===== config.mk =====
export PLATFORM = sky130hd
export DESIGN_NAME = vec_issue_ctrl
export DESIGN_NICKNAME = d
export VERILOG_FILES = /design/src/rtl/vec_issue_ctrl.sv
export SDC_FILE = /design/constraint.sdc
export NUM_CORES = 1
export LEC_CHECK = 0
export ABC_CLOCK_PERIOD_IN_PS = 6150
export CAP_MARGIN = 20
export CORE_MARGIN = 3
export CORE_UTILIZATION = 45
export CTS_CLUSTER_DIAMETER = 100
export CTS_CLUSTER_SIZE = 28
export DETAILED_ROUTE_END_ITERATION = 12
export PLACE_DENSITY_LB_ADDON = 0.2
export SLEW_MARGIN = 20
export SYNTH_ARGS = -nofsm -noshare
export SYNTH_HDL_FRONTEND = slang
export SYNTH_SLANG_ARGS = --single-unit

===== constraint.sdc =====
create_clock -name clk -period 6.15 [get_ports clk]
set_input_delay 0.615 -clock clk [delete_from_list [all_inputs] [get_ports clk]]
set_output_delay 0.615 -clock clk [all_outputs]
set_load 0.05 [all_outputs]

===== src/rtl/vec_issue_ctrl.sv =====
// ----------------------------------------------------------------------------
// vec_issue_ctrl
//   Issue/scoreboard controller for the vector CPU. Dispatches decoded vector
//   instructions to NUM_ALU ALU units, one MEM unit and one LUT unit, blocks
//   RAW/WAW hazards with a pending-write bitmap, funnels unit completions onto
//   the single vector-register write port, and drains then halts on STP.
//
//   Unit order: ALU0..ALU(NUM_ALU-1), MEM, LUT.
//
// Ports:
//   clk, rst            clock, asynchronous active-high reset
//   dec_valid           decoded instruction present
//   dec_opcode          opcode (ALU 0x00-0x0D, MEM 0x0E-0x11, LUT 0x12, STP 0x1F)
//   dec_vd/vs1/vs2      destination / source vector register indices
//   pc_en               instruction accepted this cycle (advance fetch)
//   unit_st, unit_op    registered one-hot start pulse and opcode[3:0]
//   unit_done           per-unit result ready (level, held until acked)
//   unit_ack            one-hot completion acknowledge
//   vec_wr_en/idx       vector register file write strobe and index
//   unit_busy           per-unit occupancy
//   halted              STP retired and all units drained
//
// Optional: define VEC_ISSUE_PERF_EN to add perf_issue_cnt / perf_stall_cnt
// (saturating 32-bit accepted-instruction and stall-cycle counters).
// ----------------------------------------------------------------------------
module vec_issue_ctrl #(
    parameter  int OPC_W     = 5,
    parameter  int IDX_W     = 4,
    parameter  int NUM_ALU   = 2,
    localparam int NUM_UNITS = NUM_ALU + 2
) (
    input  logic                 clk,
    input  logic                 rst,
    input  logic                 dec_valid,
    input  logic [OPC_W-1:0]     dec_opcode,
    input  logic [IDX_W-1:0]     dec_vd,
    input  logic [IDX_W-1:0]     dec_vs1,
    input  logic [IDX_W-1:0]     dec_vs2,
    output logic                 pc_en,
    output logic [NUM_UNITS-1:0] unit_st,
    output logic [3:0]           unit_op,
    input  logic [NUM_UNITS-1:0] unit_done,
    output logic [NUM_UNITS-1:0] unit_ack,
    output logic                 vec_wr_en,
    output logic [IDX_W-1:0]     vec_wr_idx,
    output logic [NUM_UNITS-1:0] unit_busy,
    output logic                 halted
`ifdef VEC_ISSUE_PERF_EN
    ,
    output logic [31:0]          perf_issue_cnt,
    output logic [31:0]          perf_stall_cnt
`endif
);

    localparam int NREG   = 1 << IDX_W;
    localparam int UIDX_W = $clog2(NUM_UNITS);
    localparam logic [UIDX_W-1:0] MEM_U = UIDX_W'(NUM_ALU);
    localparam logic [UIDX_W-1:0] LUT_U = UIDX_W'(NUM_ALU + 1);

    typedef enum logic [1:0] {S_RUN, S_DRAIN, S_HALTED} state_e;

    state_e                 state_q, state_d;
    logic [NUM_UNITS-1:0]   busy_q, busy_d;
    logic [NUM_UNITS-1:0]   writes_q, writes_d;
    logic [IDX_W-1:0]       dest_q [NUM_UNITS];
    logic [IDX_W-1:0]       dest_d [NUM_UNITS];
    logic [NREG-1:0]        pending_q, pending_d;
    logic [NUM_UNITS-1:0]   unit_st_q, unit_st_d;
    logic [3:0]             unit_op_q, unit_op_d;

    // Opcode classification
    logic op_alu, op_mem, op_lut, op_stp, op_wr, op_vec;
    // Retirement arbitration
    logic [NUM_UNITS-1:0]   ret_vec;
    logic                   ret_valid;
    logic [UIDX_W-1:0]      ret_u;
    // Issue selection
    logic                   alu_free, tgt_free, hazard, issue;
    logic [UIDX_W-1:0]      alu_u, tgt_u;
    logic [NUM_UNITS-1:0]   issue_oh;

    always_comb begin
        op_alu = (dec_opcode <= OPC_W'(13));
        op_mem = (dec_opcode >= OPC_W'(14)) && (dec_opcode <= OPC_W'(17));
        op_lut = (dec_opcode == OPC_W'(18));
        op_stp = (dec_opcode == OPC_W'(31));
        op_vec = op_alu | op_mem | op_lut;
        // Only CV (0x0E) among the MEM ops produces a register result.
        op_wr  = op_alu | op_lut | (dec_opcode == OPC_W'(14));
    end

    // Lowest-index busy unit with done raised wins the write port; done on an
    // idle unit is masked off so it can never produce an ack.
    always_comb begin
        // NOTE: every combinational output gets a default first so no path
        // leaves it unassigned and no latch is inferred.
        ret_vec   = unit_done & busy_q;
        ret_valid = 1'b0;
        ret_u     = '0;
        for (int i = NUM_UNITS - 1; i >= 0; i--) begin
            if (ret_vec[i]) begin
                ret_valid = 1'b1;
                ret_u     = UIDX_W'(i);
            end
        end
    end

    assign unit_ack   = ret_valid ? (NUM_UNITS'(1) << ret_u) : '0;
    assign vec_wr_en  = ret_valid & writes_q[ret_u];
    assign vec_wr_idx = ret_valid ? dest_q[ret_u] : '0;

    // Issue checks use registered state only: a unit retiring this cycle is
    // still busy and a pending bit being cleared this cycle still blocks.
    always_comb begin
        alu_free = 1'b0;
        alu_u    = '0;
        for (int i = NUM_ALU - 1; i >= 0; i--) begin
            if (!busy_q[i]) begin
                alu_free = 1'b1;
                alu_u    = UIDX_W'(i);
            end
        end
        tgt_u    = op_alu ? alu_u : (op_mem ? MEM_U : LUT_U);
        tgt_free = op_alu ? alu_free : !busy_q[tgt_u];
        // Conservative: all three indices are checked for every vector op.
        hazard   = pending_q[dec_vs1] | pending_q[dec_vs2] | pending_q[dec_vd];
    end

    // FSM output logic
    always_comb begin
        pc_en  = 1'b0;
        halted = (state_q == S_HALTED);
        if (state_q == S_RUN && dec_valid)
            pc_en = op_vec ? (tgt_free && !hazard) : 1'b1;
    end

    assign issue    = pc_en & op_vec;
    assign issue_oh = issue ? (NUM_UNITS'(1) << tgt_u) : '0;

    // FSM next-state logic
    always_comb begin
        state_d = state_q;
        case (state_q)
            S_RUN:    if (pc_en && op_stp) state_d = S_DRAIN;
            S_DRAIN:  if (busy_q == '0)    state_d = S_HALTED;
            default:  state_d = S_HALTED;
        endcase
    end

    // Scoreboard next state
    always_comb begin
        busy_d    = (busy_q & ~unit_ack) | issue_oh;
        writes_d  = writes_q;
        dest_d    = dest_q;
        pending_d = pending_q;
        if (vec_wr_en)
            pending_d[vec_wr_idx] = 1'b0;
        if (issue) begin
            dest_d[tgt_u]   = dec_vd;
            writes_d[tgt_u] = op_wr;
            if (op_wr)
                pending_d[dec_vd] = 1'b1;
        end
        unit_st_d = issue_oh;
        unit_op_d = issue ? dec_opcode[3:0] : 4'h0;
    end

    // FSM state register and scoreboard registers
    always_ff @(posedge clk or posedge rst) begin
        if (rst) begin
            // NOTE: the pending bitmap and per-unit records are storage arrays
            // but are reset explicitly: a stale pending bit after reset would
            // block issue forever.
            state_q   <= S_RUN;
            busy_q    <= '0;
            writes_q  <= '0;
            pending_q <= '0;
            unit_st_q <= '0;
            unit_op_q <= '0;
            for (int i = 0; i < NUM_UNITS; i++)
                dest_q[i] <= '0;
        end else begin
            // NOTE: non-blocking assignments so every register samples the
            // pre-edge values regardless of statement order.
            state_q   <= state_d;
            busy_q    <= busy_d;
            writes_q  <= writes_d;
            pending_q <= pending_d;
            unit_st_q <= unit_st_d;
            unit_op_q <= unit_op_d;
            dest_q    <= dest_d;
        end
    end

    assign unit_st   = unit_st_q;
    assign unit_op   = unit_op_q;
    assign unit_busy = busy_q;

`ifdef VEC_ISSUE_PERF_EN
    logic [31:0] perf_issue_q, perf_stall_q;

    // pc_en is only ever high in RUN, so both counters freeze once halted.
    always_ff @(posedge clk or posedge rst) begin
        if (rst) begin
            perf_issue_q <= '0;
            perf_stall_q <= '0;
        end else begin
            if (pc_en && perf_issue_q != '1)
                perf_issue_q <= perf_issue_q + 32'd1;
            if (state_q == S_RUN && dec_valid && !pc_en && perf_stall_q != '1)
                perf_stall_q <= perf_stall_q + 32'd1;
        end
    end

    assign perf_issue_cnt = perf_issue_q;
    assign perf_stall_cnt = perf_stall_q;
`endif

endmodule


Word-level counts from Yosys, hierarchy flattened
Index checks and enable logic that the tools add are counted.

storage, ports and cells
  bits in registers = 50
  bits in latches = 0
  memory bits (writable) = 0
  ROM bits = 0
  input bits = 24
  output and inout bits = 23
  logic and storage cells = 114
  memories kept = 0

cells by class
  add/sub/neg operators = 0
  multiply operators = 0
  divide/modulo/power cells = 0
  $lt $le $gt $ge = 15
  eq/ne operators = 7
  shifts and indexed selects = 2
  mux-type cells = 50
  bitwise logic cells = 17
  reductions and logical operators = 13

operators by type and width
  kind                   number
  $mux W16               3
  $mux W4                7
  $lt A4 B5 Y1 const B   4
  $mux W1                19
  $and A16 B16 Y16       1
  $bwmux W16             1
  $mux W2                8
  $not A16 Y16           1
  $or A16 B16 Y16        1
  $bmux W1 S4            3
  $eq A5 B5 Y1 const B   2
  $and A4 B4 Y4          2
  $bmux W4 S2            1
  $demux W1 S4           2
  $demux W4 S2           1
  $ge A4 B1 Y1 const B   2
  $logic_and A1 B1 Y1    8
  $shl A1 B2 Y4 const A  2
  $ge A3 B3 Y1 const B   2
  $lt A2 B3 Y1 const B   2
  $not A2 Y3             2
  $or A1 B1 Y1           6
  $eq A5 B4 Y1 const B   1
  $ge A5 B4 Y1 const B   1
  other kinds (19)       22

Depth between registers and ports, before layout
Gate-level depths: netlist of the first run.

  word-level depth = 20
  depth in mapped cells = 9
  gate-level depth less buffers = 8

Worst setup path after synthesis of the first run
OpenSTA, ideal clock, no wires.

  path type = in2out
  start = input dec_vs2[1]
  end = output pc_en
  arrival = 2.401 ns
  required time = 5.535 ns
  setup slack = 3.134 ns
  stages = 6
  path buffers = 1
  cells stage by stage = mux4_1 > a22oi_1 > o2111ai_1 > or4b_1 > buf_2 > nand2_1

on the way
  longest elaborated chain between the ends = 8

ends and longest elaborated chain
  item                           RTL line  text
  from (decl)                    38        input logic [IDX_W-1:0] dec_vs2,
  $bmux W1 S4                    126       hazard = pending_q[dec_vs1] | pending_q[dec_vs2] | pending_q[dec_vd];
  $mux W1 (implied by the code)  126
  $or A1 B1 Y1 (2 in a row)      126
  $logic_not A1 Y1               134       pc_en = op_vec ? (tgt_free && !hazard) : 1'b1;
  $logic_and A1 B1 Y1            134
  $mux W1                        134
  $mux W1                        133       if (state_q == S_RUN && dec_valid)
  to (decl)                      39        output logic pc_en,

Every way passes these cells. The select of a mux whose other input is x is not followed.

Worst setup path after layout of the first run
  start = input dec_vd[1]
  end = output pc_en

on the way
  longest elaborated chain between the ends = 7

ends and longest elaborated chain
  item                           RTL line  text
  from (decl)                    36        input logic [IDX_W-1:0] dec_vd,
  $bmux W1 S4                    126
  $mux W1 (implied by the code)  126
  $or A1 B1 Y1                   126
  $logic_not A1 Y1               134
  $logic_and A1 B1 Y1            134
  $mux W1                        134
  $mux W1                        133

Every way passes these cells. The select of a mux whose other input is x is not followed.

==> impl_metrics.toml, run 1 <==
[clock_network]
root_buffer = "clkbuf_8"
postCtsSetupRepairBufs = 0
h-tree-depth = 2
cts-buffers-inserted = 5
clock_sink_count = 50
cts-resized-gates = 0
clk_pin_slew_ps = 90
cts_tree = "done"
clockBufferDepth = 2
insertion_delay_ps = 300
cts_hold_buf = 0

[grt]
grt_pass1_vias = 2224
grt_overflow_total = 0
grt_pass1_wl_um = 11600
grt_max_degree = 51
antenna_found_initial = 0
grt_use_total_pct = 20.4

[place]
io_buffers = 46
dp_worst_setup_slack_ps = 1710
gp_congestion = 0.873
dp_hpwl_um = 4980
dpl_cell_area_mm2 = 0.00322

[detailed_routing]
detail_route.wl_per_cell_um = 19.0
wl_um = 6910
first_iter_violations = 231
viasPerCell = 6.14
drtPass1Iterations = 5
drc = 0
via_count = 2228
drtAntennaViolNets = 0

[setup_path]
worstPathMaxFanout = 13
path_class = "input pin to output port"
crit_arrival_ps = 3830
start_kind = "input pin"
end_kind = "output port"
cp.required_ps = 5530

[cells_and_area]
regArea_mm2 = 0.00125
drive_gt1_share_pct = 13.1
multi_input_area_mm2 = 0.00134
area_growth_pct = 21.8
diodes = 0
fill_cells = 478
fin_nets = 314
fin_area_mm2 = 0.00333

[synth]
synth_cell_types = 40
synthTopCellsByCount = "dfrtp_1, o21ai_0, inv_1, o41ai_1, nand2_1"
avgSynthCellArea_um2 = 11.0
synth_flop_cell = "dfrtp_1"
synth_area_mm2 = 0.00273
synth.most_common_cell = "dfrtp_1"
synth_seq_cells = 50
synth_edf_count = 0
yosysTopAreaCell = "dfrtp_1"
yosys_warnings = 0
synthesis.nets = 273
syn_inst = 249
async_flop_share_pct = 100
yosysTopAreaCellShare_pct = 45.8
yosysSeqAreaShare_pct = 45.8
yosys-top-cells-area = "dfrtp_1, mux4_2, o41ai_1, o21ai_0, mux2_2"

[floorplanning]
ios = 47
core_region_area_mm2 = 0.00568
start_util_pct = 48.1
rows = 27
dieArea_mm2 = 0.00704
die_w_um = 83.9
die_y_um = 83.9

[timing]
setup_viol = 0
worst_slack_ps = 1710
max_freq_ghz = 0.225
slew_headroom_pct = 27.7
drv_slew = 0
final.min_clock_period_ps = 4440
tightest_slew_ps = 1080
hold_ws_ps = 481
timing.final.crit_share_pct = 72.2
rsz0062_at_grt = "no"
fin_setup_tns_ps = 0
hold_violations = 0
finClkSkew_ps = 11.3

[worst_hold_path]
min_path_type = "flop to flop"

[power]
power.density_mw_per_mm2 = 417
p_leak_nw = 1.42
ir_drop_v = 0.000269

[outcome]
status = "completed"

[flow_run]
cap_violations = 0
-- registers in the layout (all words and copies together) (netlist names) --
| signal | count |
|---|---|
| unit_busy | 4 |
| writes_q | 4 |
| pending_q | 16 |
| unit_st | 4 |
| dest_q | 16 |
| state_q | 2 |
| unit_op | 4 |
-- routing by layer --
metal / routed length [µm] / up-vias / share of wire, % / track usage (%)
met1: 3210 / 1096 / 46 / 29.8
li1: - / 1021 / - / -
met5: 0 / - / 0 / 0
met2: 3220 / 101 / 47 / 30.9
met3: 412 / 10 / 6.0 / 4.44
met4: 68 / 0 / 0.98 / 4.82
-- cells by family (layout without fill, tap and decap cells) --
| kind of cell | after synthesis | in the layout | share of synthesized area [%] |
|---|---|---|---|
| multiplexers | 34 | 34 | 19.3 |
| buffers and inverters | 32 | 74 | 5.27 |
| flip-flops | 50 | 50 | 45.8 |
| AO/OA/AOI/OAI | 63 | 63 | 16.4 |
| AND/OR/NAND/NOR | 70 | 70 | 13.2 |
-- critical path, stage by stage --
cell and delay (ps):
clkdlybuf4s50_1 790, mux4_2 570, nand3b_1 100, o2111ai_1 130
or4b_1 690, nand2_1 120, clkdlybuf4s50_1 800
-- worst paths after layout --
path | startpoint | end | slack, ps | cells past startpoint
max | dec_vd[1] | pc_en | 1710 | 7
min | writes_q[0]$_DFFE_PP0P_ | writes_q[0]$_DFFE_PP0P_ | 480 | 1
min reg2reg | writes_q[0]$_DFFE_PP0P_ | writes_q[0]$_DFFE_PP0P_ | 480 | 1
max reg2reg | pending_q[2]$_DFF_PP0_ | pending_q[14]$_DFF_PP0_ | 3120 | 6
max in group asynchronous | rst | dest_q[15]$_DFFE_PP0P_ | 4930 | 3
min in group asynchronous | rst | unit_op[0]$_DFF_PP0_ | 790 | 3
-- report_power, final --
| part | internal, W | switching, W |
|---|---|---|
| combinational | 0.000259 | 0.000345 |
| sequential | 0.000443 | 0.000108 |
| clock | 0.000122 | 0.000110 |
| total | 0.000824 | 0.000562 |
-- layout by cell type, fill, tap and decap left out, types with 2 or more instances in the layout --
master           count
dfrtp_1             50
clkdlybuf4s50_1     46
o21ai_0             27
inv_1               18
o41ai_1             16
nand2_1             15
nor2_1              14
nand3_1             11
mux2_2              11
nand2b_1             8
mux2i_1              7
mux4_2               7
o311ai_0             5
clkbuf_8             5
mux2_4               4
o221a_2              4
nand3b_1             4
mux4_1               4
nand4_1              3
or2_2                3
nor3_1               2
o2111ai_1            2
or2_1                2
a22oi_1              2
nor2b_1              2
-- area by class of cell --
class / count / share of cell area [%]
clock buffers: 6 / 2.18
clock inverters: 2 / 1.13
inverters: 19 / 2.14
multi-input cells: 167 / 40.1
flip-flops and latches: 50 / 37.6
well taps: 72 / 2.71
repair buffers: 47 / 14.1
-- metrics by stage --
stage | instances | total power [W] | util (%)
floorplan | 249 | 0.000957 | -
global placement | 355 | 0.00114 | 56.7
detailed placement | 355 | 0.00115 | 56.7
CTS | 363 | 0.00139 | 58.6
global route | 363 | 0.00146 | 58.6
finish | 363 | 0.00139 | 58.6
Power figures use the tool's default switching activity.
==> inputs of run 2 (changes only) <==
--- a/config.mk
+++ b/config.mk
@@ -5,7 +5,7 @@
 export SDC_FILE = /design/constraint.sdc
 export NUM_CORES = 1
 export LEC_CHECK = 0
-export ABC_CLOCK_PERIOD_IN_PS = 6150
+export ABC_CLOCK_PERIOD_IN_PS = 4200
 export CAP_MARGIN = 20
 export CORE_MARGIN = 3
 export CORE_UTILIZATION = 45
==> constraint.sdc (replaced) <==
create_clock -name clk -period 4.2 [get_ports clk]
set_input_delay 0.42 -clock clk [delete_from_list [all_inputs] [get_ports clk]]
set_output_delay 0.42 -clock clk [all_outputs]
set_load 0.05 [all_outputs]
==> run 2 against run 1 <==
Wire length rose by 2.2%. Register-to-register slack got worse by 1900 ps. Largest power group unchanged. Non-clock buffer count did not move. Worst setup slack got worse by 950 ps. Highest routed layer unchanged. Hold slack got worse by 9.9 ps. Global-route usage rose by 0.81 points. Clock skew fell by 3.2 ps. Power rose by 45%. Core utilization did not move. Final cell count did not move. Flip-flop and latch count did not move. Via count fell by 1.3%. Critical endpoint unchanged.
==> impl_metrics.toml, run 2 (synthesis results as in run 1) <==
[outcome]
status = "completed"

[cells_and_area]
fin_util_pct = 58.6
layout_commonest_cell = "dfrtp_1"
final_cell_mix = "dfrtp_1, clkdlybuf4s50_1, o21ai_0"
fin_nets = 314
area_growth_pct = 21.8
fin_cells = 363
diodes = 0
top_regs = "dest_q x16, pending_q x16"
fin_area_mm2 = 0.00333
drive_gt1_share_pct = 14.1

[place]
dpl_cell_area_mm2 = 0.00321
dp_hpwl_um = 5030
gp_congestion = 0.921
io_buffers = 46
placed_cells = 355

[clock_network]
postCtsSetupRepairBufs = 0
root_buffer = "clkbuf_8"
cts_hold_buf = 0
clock_sink_count = 50
cts_tree = "done"
clockBufferDepth = 2
insertion_delay_ps = 310
h-tree-depth = 2
clk_pin_slew_ps = 90
cts-resized-gates = 0
cts-buffers-inserted = 5

[power]
switching_share_pct = 40.4
ir_drop_v = 0.000356
seqPwrFrac_pct = 39.6
p_int_w = 0.00120
comb_power_share_pct = 43.6
p_clk_share_pct = 16.8
finalPower_w = 0.00202
power_switching_w = 0.000814
power.density_mw_per_mm2 = 606
p_leak_nw = 1.43

[setup_path]
slowest_delay_ps = 810
slowest_stage = "clkdlybuf4s50_1"
crit_arrival_ps = 3020
start_kind = "input pin"
end_kind = "output port"
crit_chain = "clkdlybuf4s50_1 > mux4_2 > nand3b_1 > o2111ai_1 > or4b_1 > nand2_1 > buf_4"
worstPathMaxFanout = 13
path_class = "input pin to output port"
cp.required_ps = 3780

[timing]
final.min_clock_period_ps = 3440
setup_viol = 0
hold_violations = 0
slew_headroom_pct = 43.3
rsz0062_at_grt = "no"
max_freq_ghz = 0.291
fin_setup_tns_ps = 0
tightest_slew_ps = 849
timing.final.crit_share_pct = 81.9
finClkSkew_ps = 8.05
drv_slew = 0

[worst_hold_path]
min_path_type = "flop to flop"

[grt]
grt_pass1_wl_um = 11800
grt_use_total_pct = 21.2
grt_pass1_vias = 2159
grt_max_degree = 51
grt_overflow_total = 0
antenna_found_initial = 0

[floorplanning]
start_util_pct = 48.1
core_region_area_mm2 = 0.00568
die_y_um = 83.9
ios = 47
die_w_um = 83.9
rows = 27
dieArea_mm2 = 0.00704

[detailed_routing]
first_iter_violations = 230
drtPass1Iterations = 7
drtAntennaViolNets = 0
viasPerCell = 6.06
detail_route.wl_per_cell_um = 19.5
wl_um = 7070
via_count = 2200
drc = 0

[flow_run]
cap_violations = 0
run 2: area by class of cell:
cell class | instances | area [µm²]
repair buffers | 47 | 465
inverters | 19 | 72.6
fillers | 474 | 2350
clock buffers | 5 | 68.8
flip-flops and latches | 50 | 1250
clock inverters | 3 | 40.0
well taps | 72 | 90.1
multi-input cells | 167 | 1340
run 2: per-stage QoR:
step | worst slack, ps | hold WS, ps
2_1_floorplan | 1470 | 425
3_3_place_gp | 561 | 453
3_5_place_dp | 502 | 455
4_1_cts | 761 | 477
5_1_grt | 573 | 507
6_report | 760 | 471
run 2: worst paths after layout:
| check | start | end | slack [ps] | cells past startpoint |
|---|---|---|---|---|
| worst max-delay path | dec_vd[1] | pc_en | 760 | 7 |
| worst min-delay path | writes_q[1]$_DFFE_PP0P_ | writes_q[1]$_DFFE_PP0P_ | 470 | 1 |
| worst max register to register | pending_q[2]$_DFF_PP0_ | pending_q[5]$_DFF_PP0_ | 1210 | 6 |
| worst min register to register | writes_q[1]$_DFFE_PP0P_ | writes_q[1]$_DFFE_PP0P_ | 470 | 1 |
| max in group asynchronous | rst | pending_q[0]$_DFF_PP0_ | 3120 | 2 |
| min in group asynchronous | rst | state_q[1]$_DFFE_PP0P_ | 570 | 2 |
run 2: worst max-delay path, delay by kind of cell:
| family | cells | cell delay [ps] |
|---|---|---|
| AND/OR/NAND/NOR | 3 | 920 |
| buffers and inverters | 2 | 1020 |
| AO/OA/AOI/OAI | 1 | 110 |
| multiplexers | 1 | 560 |
run 2: power groups by stage:
stage                     Sequential (W)  Combinational, W  Clock [W]
after detailed placement        0.000804          0.000877          0
after CTS                       0.000795          0.000882   0.000344
after global routing            0.000824          0.000947   0.000365
after floorplan                 0.000818          0.000583          0
after global placement          0.000797          0.000869          0
final                           0.000799          0.000879   0.000338
run 2: routing by layer:
layer / track usage (%) / part of all wire, %
met5: 0 / 0
met4: 5.70 / 1.8
met2: 31.9 / 47
met1: 31.3 / 46
met3: 4.15 / 5.6
